==> config.mk <==
export PLATFORM = sky130hd
export DESIGN_NAME = aes_v3_2_column_seq
export DESIGN_NICKNAME = d
export VERILOG_FILES = /design/src/rtl/aes_v3_pkg.sv /design/src/rtl/aes_v3_2.sv /design/src/rtl/aes_v3_2_column_seq.sv
export SDC_FILE = /design/constraint.sdc
export NUM_CORES = 2
export LEC_CHECK = 0
export CAP_MARGIN = 40
export CORE_UTILIZATION = 30
export CTS_CLUSTER_DIAMETER = 50
export CTS_CLUSTER_SIZE = 28
export DETAILED_ROUTE_END_ITERATION = 12
export GPL_TIMING_DRIVEN = 0
export PLACE_DENSITY = 0.51
export SLEW_MARGIN = 20
export SYNTH_ARGS = -nofsm -noshare
export SYNTH_HDL_FRONTEND = slang
export SYNTH_HIERARCHICAL = 1
export SYNTH_SLANG_ARGS = --single-unit
==> constraint.sdc <==
create_clock -name g_clk -period 22.1 [get_ports g_clk]
set_input_delay 3.315 -clock g_clk [delete_from_list [all_inputs] [get_ports g_clk]]
set_output_delay 3.315 -clock g_clk [all_outputs]
set_load 0.005 [all_outputs]
==> src/rtl/aes_v3_pkg.sv <==
// Shared definitions for the AES v3 subset-2 column sequencer: FSM encoding,
// GF(2^8) helpers used by the byte datapath, and known-answer constants.
package aes_v3_pkg;

    typedef enum logic [1:0] {
        IDLE = 2'd0,
        BUSY = 2'd1,
        DONE = 2'd2
    } seq_state_t;

    function automatic int steps_for(input int lanes);
        return 4 / lanes;
    endfunction

    function automatic logic [7:0] xtime(input logic [7:0] a);
        return {a[6:0], 1'b0} ^ (a[7] ? 8'h1b : 8'h00);
    endfunction

    function automatic logic [7:0] gf_mul(input logic [7:0] a, input logic [7:0] b);
        logic [7:0] p;
        logic [7:0] aa;
        p  = 8'h00;
        aa = a;
        for (int i = 0; i < 8; i++) begin
            if (b[i]) p = p ^ aa;
            aa = xtime(aa);
        end
        return p;
    endfunction

    // x^254 is the multiplicative inverse, and maps 0 to 0 as the S-box needs.
    function automatic logic [7:0] gf_inv(input logic [7:0] x);
        logic [7:0] sq;
        logic [7:0] r;
        sq = x;
        r  = 8'h01;
        for (int k = 1; k < 8; k++) begin
            sq = gf_mul(sq, sq);
            r  = gf_mul(r, sq);
        end
        return r;
    endfunction

    function automatic logic [7:0] rotl8(input logic [7:0] b, input int n);
        return (b << n) | (b >> (8 - n));
    endfunction

    function automatic logic [7:0] sbox_fwd(input logic [7:0] x);
        logic [7:0] b;
        b = gf_inv(x);
        return b ^ rotl8(b, 1) ^ rotl8(b, 2) ^ rotl8(b, 3) ^ rotl8(b, 4) ^ 8'h63;
    endfunction

    function automatic logic [7:0] sbox_inv(input logic [7:0] x);
        return gf_inv(rotl8(x, 1) ^ rotl8(x, 3) ^ rotl8(x, 6) ^ 8'h05);
    endfunction

    localparam logic [31:0] KAT_SUB_ZERO  = 32'h63636363;
    localparam logic [31:0] KAT_MIX_IN    = 32'h455313db;
    localparam logic [31:0] KAT_MIX_OUT   = 32'hbca14d8e;
    localparam logic [31:0] KAT_MIX_KEYED = 32'h435eb271;
    localparam logic [31:0] KAT_BYTE_IN   = 32'h53010053;
    localparam logic [31:0] KAT_BYTE_OUT  = 32'hed7c63ed;

endpackage

==> src/rtl/aes_v3_2.sv <==
// Single-byte AES v3 subset-2 datapath: transforms byte bs of rs1 into its
// rotated column contribution and XORs it onto rs2.
module aes_v3_2
    import aes_v3_pkg::*;
(
    input  logic        valid,
    input  logic        dec,
    input  logic        mix,
    input  logic [1:0]  bs,
    input  logic [31:0] rs1,
    input  logic [31:0] rs2,
    output logic [31:0] rd
);

    logic [7:0]  x;
    logic [7:0]  s;
    logic [31:0] word;
    logic [63:0] dbl;

    // NOTE: every variable gets a value before any branch so no latch is inferred.
    always_comb begin
        x    = valid ? rs1[{bs, 3'b000} +: 8] : 8'h00;
        s    = dec ? sbox_inv(x) : sbox_fwd(x);
        word = 32'h0;
        if (!mix) begin
            word = {24'h0, s};
        end else if (!dec) begin
            word = {gf_mul(x, 8'h03), x, x, gf_mul(x, 8'h02)};
        end else begin
            word = {gf_mul(x, 8'h0b), gf_mul(x, 8'h0d), gf_mul(x, 8'h09), gf_mul(x, 8'h0e)};
        end
        // Rotating left by one byte per bs lands the contribution in its column row.
        dbl = {word, word} << {bs, 3'b000};
        rd  = rs2 ^ (valid ? dbl[63:32] : 32'h0);
    end

endmodule

==> src/rtl/aes_v3_2_column_seq.sv <==
// Multi-cycle column sequencer: steps LANES byte datapaths over a 32-bit column
// and XOR-accumulates their results onto an initial (round-key) word.
module aes_v3_2_column_seq
    import aes_v3_pkg::*;
#(
    parameter int LANES = 1
) (
    input  logic        g_clk,
    input  logic        g_reset,
    input  logic        flush,
    input  logic        req_valid,
    output logic        req_ready,
    input  logic        req_dec,
    input  logic        req_mix,
    input  logic [31:0] req_col,
    input  logic [31:0] req_acc,
    output logic        rsp_valid,
    input  logic        rsp_ready,
    output logic [31:0] rsp_data
);

    localparam int         STEPS    = steps_for(LANES);
    localparam logic [1:0] LAST_CNT = 2'(STEPS - 1);

    generate
        if (LANES != 1 && LANES != 2 && LANES != 4) begin : g_bad_lanes
            $error("aes_v3_2_column_seq: LANES must be 1, 2 or 4");
        end
    endgenerate

    seq_state_t  state;
    seq_state_t  state_nxt;
    logic [1:0]  cnt;
    logic [31:0] acc;
    logic [31:0] col;
    logic        dec;
    logic        mix;
    logic        accept;
    logic        last_step;
    logic        lane_valid;
    logic [31:0] lane_rd [LANES];
    logic [31:0] lane_xor;

    // Ready is also masked by g_reset so nothing is accepted while reset is held.
    assign req_ready  = (state == IDLE) && !g_reset;
    assign accept     = req_valid && req_ready;
    assign lane_valid = (state == BUSY);
    assign last_step  = (cnt == LAST_CNT);
    assign rsp_valid  = (state == DONE);
    assign rsp_data   = rsp_valid ? acc : 32'h0;

    generate
        for (genvar k = 0; k < LANES; k++) begin : g_lane
            logic [1:0] bs;
            assign bs = 2'(int'(cnt) * LANES + k);
            aes_v3_2 u_lane (
                .valid (lane_valid),
                .dec   (dec),
                .mix   (mix),
                .bs    (bs),
                .rs1   (col),
                .rs2   (32'h0),
                .rd    (lane_rd[k])
            );
        end
    endgenerate

    always_comb begin
        lane_xor = 32'h0;
        for (int k = 0; k < LANES; k++) lane_xor = lane_xor ^ lane_rd[k];
    end

    always_comb begin
        state_nxt = state;
        case (state)
            IDLE:    if (accept)    state_nxt = BUSY;
            BUSY:    if (last_step) state_nxt = DONE;
            DONE:    if (rsp_ready) state_nxt = IDLE;
            default:                state_nxt = IDLE;
        endcase
        if (flush) state_nxt = IDLE;
    end

    // NOTE: clocked state uses non-blocking assignments so every register samples pre-edge values.
    always_ff @(posedge g_clk or posedge g_reset) begin
        if (g_reset) state <= IDLE;
        else         state <= state_nxt;
    end

    always_ff @(posedge g_clk or posedge g_reset) begin
        if (g_reset) begin
            cnt <= 2'd0;
            acc <= 32'h0;
            col <= 32'h0;
            dec <= 1'b0;
            mix <= 1'b0;
        end else if (flush) begin
            cnt <= 2'd0;
            acc <= 32'h0;
        end else if (accept) begin
            cnt <= 2'd0;
            acc <= req_acc;
            col <= req_col;
            dec <= req_dec;
            mix <= req_mix;
        end else if (state == BUSY) begin
            acc <= acc ^ lane_xor;
            cnt <= last_step ? 2'd0 : cnt + 2'd1;
        end
    end

endmodule
==> reports/results.tsv <==
metric	value	unit
Slew HR	36.3	%
share of layout cells above drive strength 1	9.59	%
share of flip-flops with an asynchronous set or reset	100	%
Remaining DRCs	0	
num ports	105	
Post-synth EDFFs	0	
mux share of post-synthesis cell area	5.74	%
skew final	0.0102	ns
Primary FF master, synth	dfrtp_1	
MaxCap Viol Count	0	
TritonCTS clock tree	done	
Startpoint Class	flip-flop	
R2R cell count	77	
Critical path origin	state[0]	
setup violators final	0	
Die Area	121000	um2
Die W	348	um
CP required	22.35	ns
Slowest cell on crit path	xor3_1	
post-synthesis sequential area ratio	4.87	%
number of global-route vias before repair	33200	
register-to-register setup slack	1.15	ns
HP Class	flip-flop to flip-flop	
Synth Area in Compound Gates	19.2	%
Crit. End Element	flip-flop	
fin. max-slew vios	0	
synth unique cells	110	
IO buf count	104	
Vias	34700	
global-route wire length before repair	194	mm
pin count of the biggest net entering global routing	53	
largest family of logic cells by synthesized area	XOR/XNOR gates	
CP Capture Point	acc[21]	
min Tclk post-route	20.95	ns
Die Height	348	um
synthesis-stage register bit count	70	
most frequent CP cell	xnor2_1	
Via density	5.30	
GRT Resource Usage Total	19.5	%
Num CTS Buffers	9	
fin crit share	94.8	%
status	complete, no violations	
CP Max Fanout	10	
First DRT Iteration DRCs	2705	
biggest cell delay along the critical path	0.63	ns
Netlist Area Pre-Place	36000	um2
routed len/inst	18.7	um
fin nets	5024	
Mean Syn Cell Area	7.58	um2
Routed Wire Length	122	mm
Post-DRT Antenna Nets	0	
Post-CTS Hold Buffers	0	
CORE AREA	119000	um2
Initial Util	30.4	%
FP Rows	126	
total clock sinks	70	
Simple-Gate Fraction of Synth Area	20.2	%
f_max	47.7	MHz
Inst Count DP	6500	
Post-Synth XOR/XNOR Area	44.0	%
Setup Crit Path Kind	flip-flop to flip-flop	
Max clock buf depth	2	
final antenna diode count	0	
Final Hold Viols	0	
CTS H-tree depth	3	
antenna violations before repair	0	
grt ovf	0	
Critical R2R Capture	acc[21]	
reg-to-reg critical path startpoint	state[0]	
Initial DRT Pass Iterations	6	
Clk Latency, worst-skew pair	0.35	ns
Syn. warnings	6	
gate count of the mapped netlist	4745	
RD Place Congestion	0.923	
clock root cell	clkbuf_16	
non-filler cells, final	6543	
Syn-to-layout area delta	11.6	%
Adder-Cell Fraction of Synth Area	0.522	%
Least-Margin Pin Slew	0.949	ns
CP Data Arrival Time	21.20	ns
Reg clk slew, reported paths	0.07	ns
DP Wirelength	94.5	mm
[what timing repair did]
item,CTS,global route
setup endpoints to repair,32,32
buffers inserted,5,9
gates resized for setup,26,51
endpoints found under the hold margin,0,0
pin swaps,2,7
[cell usage after synthesis, drive strengths merged (11+ instances only)]
master / n / area share [%]
xnor2: 944 / 25
nor2: 590 / 6.2
nand2: 498 / 5.2
xor2: 274 / 7.3
a21oi: 237 / 3.3
o21ai: 211 / 2.9
clkbuf: 186 / 1.9
xnor3: 169 / 11
buf: 155 / 2.5
nand3: 133 / 1.8
nor3: 130 / 1.8
mux2i: 116 / 3.3
inv: 77 / 0.80
nor2b: 72 / 1.3
dfrtp: 70 / 4.9
and2: 63 / 1.1
a211oi: 62 / 1.4
mux2: 59 / 1.9
o211ai: 55 / 1.2
a221oi: 54 / 1.7
a31oi: 53 / 0.98
o22ai: 48 / 0.85
a311o: 33 / 0.92
a22oi: 30 / 0.64
nand2b: 30 / 0.52
and3: 29 / 0.50
xor3: 21 / 1.4
o21a: 19 / 0.40
or3: 18 / 0.31
a21o: 17 / 0.35
o221ai: 17 / 0.41
clkinv: 16 / 0.17
o31ai: 16 / 0.33
ha: 15 / 0.52
o32ai: 15 / 0.37
nor3b: 14 / 0.29
a211o: 13 / 0.32
a32oi: 13 / 0.34
nor4: 12 / 0.21
a2111oi: 11 / 0.30
[per-stage QoR]
step / hold slack [ns] / cell area, um2 / utilization [%] / setup slack [ns] / setup TNS, ns
2_1_floorplan: 0.452 / 36100 / - / 3.60 / 0
3_3_place_gp: 0.465 / 39100 / 33.0 / -2.25 / -63.31
3_5_place_dp: 0.470 / 39300 / 33.2 / -1.90 / -51.87
4_1_cts: 0.486 / 39800 / 33.6 / 0.00841 / 0
5_1_grt: 0.501 / 40200 / 33.9 / -0.00876 / -0.00876
6_report: 0.481 / 40200 / 33.9 / 1.15 / 0
[layout by cell type, fill, tap and decap left out, types with 20 or more instances in the layout]
cell / synthesis / final
mux2_2: 24 / 24
dfrtp_1: 70 / 70
conb_1: 1 / 32
a311o_1: 33 / 33
a211oi_1: 57 / 57
inv_1: 74 / 73
a21oi_1: 232 / 230
nor3_1: 128 / 127
a31oi_1: 51 / 50
xnor2_2: 62 / 71
nor2_1: 589 / 586
mux2i_1: 113 / 113
clkdlybuf4s50_1: 0 / 104
buf_2: 91 / 102
mux2_1: 34 / 34
a22oi_1: 29 / 28
a221oi_1: 31 / 31
buf_1: 23 / 20
and3_1: 29 / 29
o22ai_1: 47 / 47
buf_4: 25 / 52
nand2_1: 496 / 495
a221oi_2: 23 / 22
xor2_2: 18 / 24
and2_1: 60 / 59
nand3_1: 133 / 133
nand2b_1: 30 / 30
clkbuf_1: 186 / 173
xor2_1: 252 / 244
o211ai_1: 50 / 50
nor2b_1: 72 / 72
o21ai_0: 193 / 193
xnor2_1: 873 / 859
xnor3_1: 153 / 151
[how the worst min path moves through the flow]
stage | slack (ns) | cells after the start | to | start
after floorplan | 0.45 | 1 | col[16] | col[16]
after global placement | 0.47 | 1 | col[27] | col[27]
after detailed placement | 0.47 | 1 | col[4] | col[4]
after CTS | 0.49 | 1 | col[3] | col[3]
after global routing | 0.50 | 1 | col[3] | col[3]
final | 0.48 | 1 | col[27] | col[27]
[registers in the layout, summed over array words and instances, names as in the netlist]
name / cells
acc: 32
col: 32
cnt: 2
state: 2
dec: 1
mix: 1
[per-layer routing]
metal,GRT usage (%),wire length [um],vias to the layer above
met5,0,0,-
met4,3.61,1960,0
met3,1.11,5910,138
met2,32.3,57400,1053
met1,27.8,57000,16700
li1,-,-,16800
[kinds of logic (layout without fill, tap and decap cells)]
logic type                 Yosys count  in the layout
other                                1             32
muxes                              185            185
xor gates and xnor gates          1408           1408
and+or+nand+nor                   1635           1635
AOI/OAI and AO/OA                  997            997
DFF                                 70             70
adders and majority gates           15             15
buffers and inverters              434            601
[cell type report]
| class | instances | area [um2] |
|---|---|---|
| fill | 12800 | 78400 |
| multi-input combinational | 4272 | 32800 |
| clock inverter | 6 | 45.0 |
| sequential | 70 | 1750 |
| tap | 1600 | 2000 |
| clock buffer | 10 | 239 |
| buffer | 339 | 1620 |
| inverter | 93 | 357 |
| timing repair buffer | 153 | 1400 |
[critical path, delay by kind of cell, from the launching register on]
| kind | cells | cell delay (ns) |
|---|---|---|
| AO/OA/AOI/OAI | 17 | 4.08 |
| buffers and inverters | 18 | 4.41 |
| multiplexers | 3 | 0.89 |
| adder cells (fa/ha/maj) | 4 | 1.17 |
| AND/OR/NAND/NOR | 7 | 1.21 |
| flip-flops | 1 | 0.43 |
| XOR/XNOR | 28 | 8.58 |
Power is left out: the tool's default activity adds up to more than one toggle a clock period on the data nets, which glitch-free logic cannot reach.
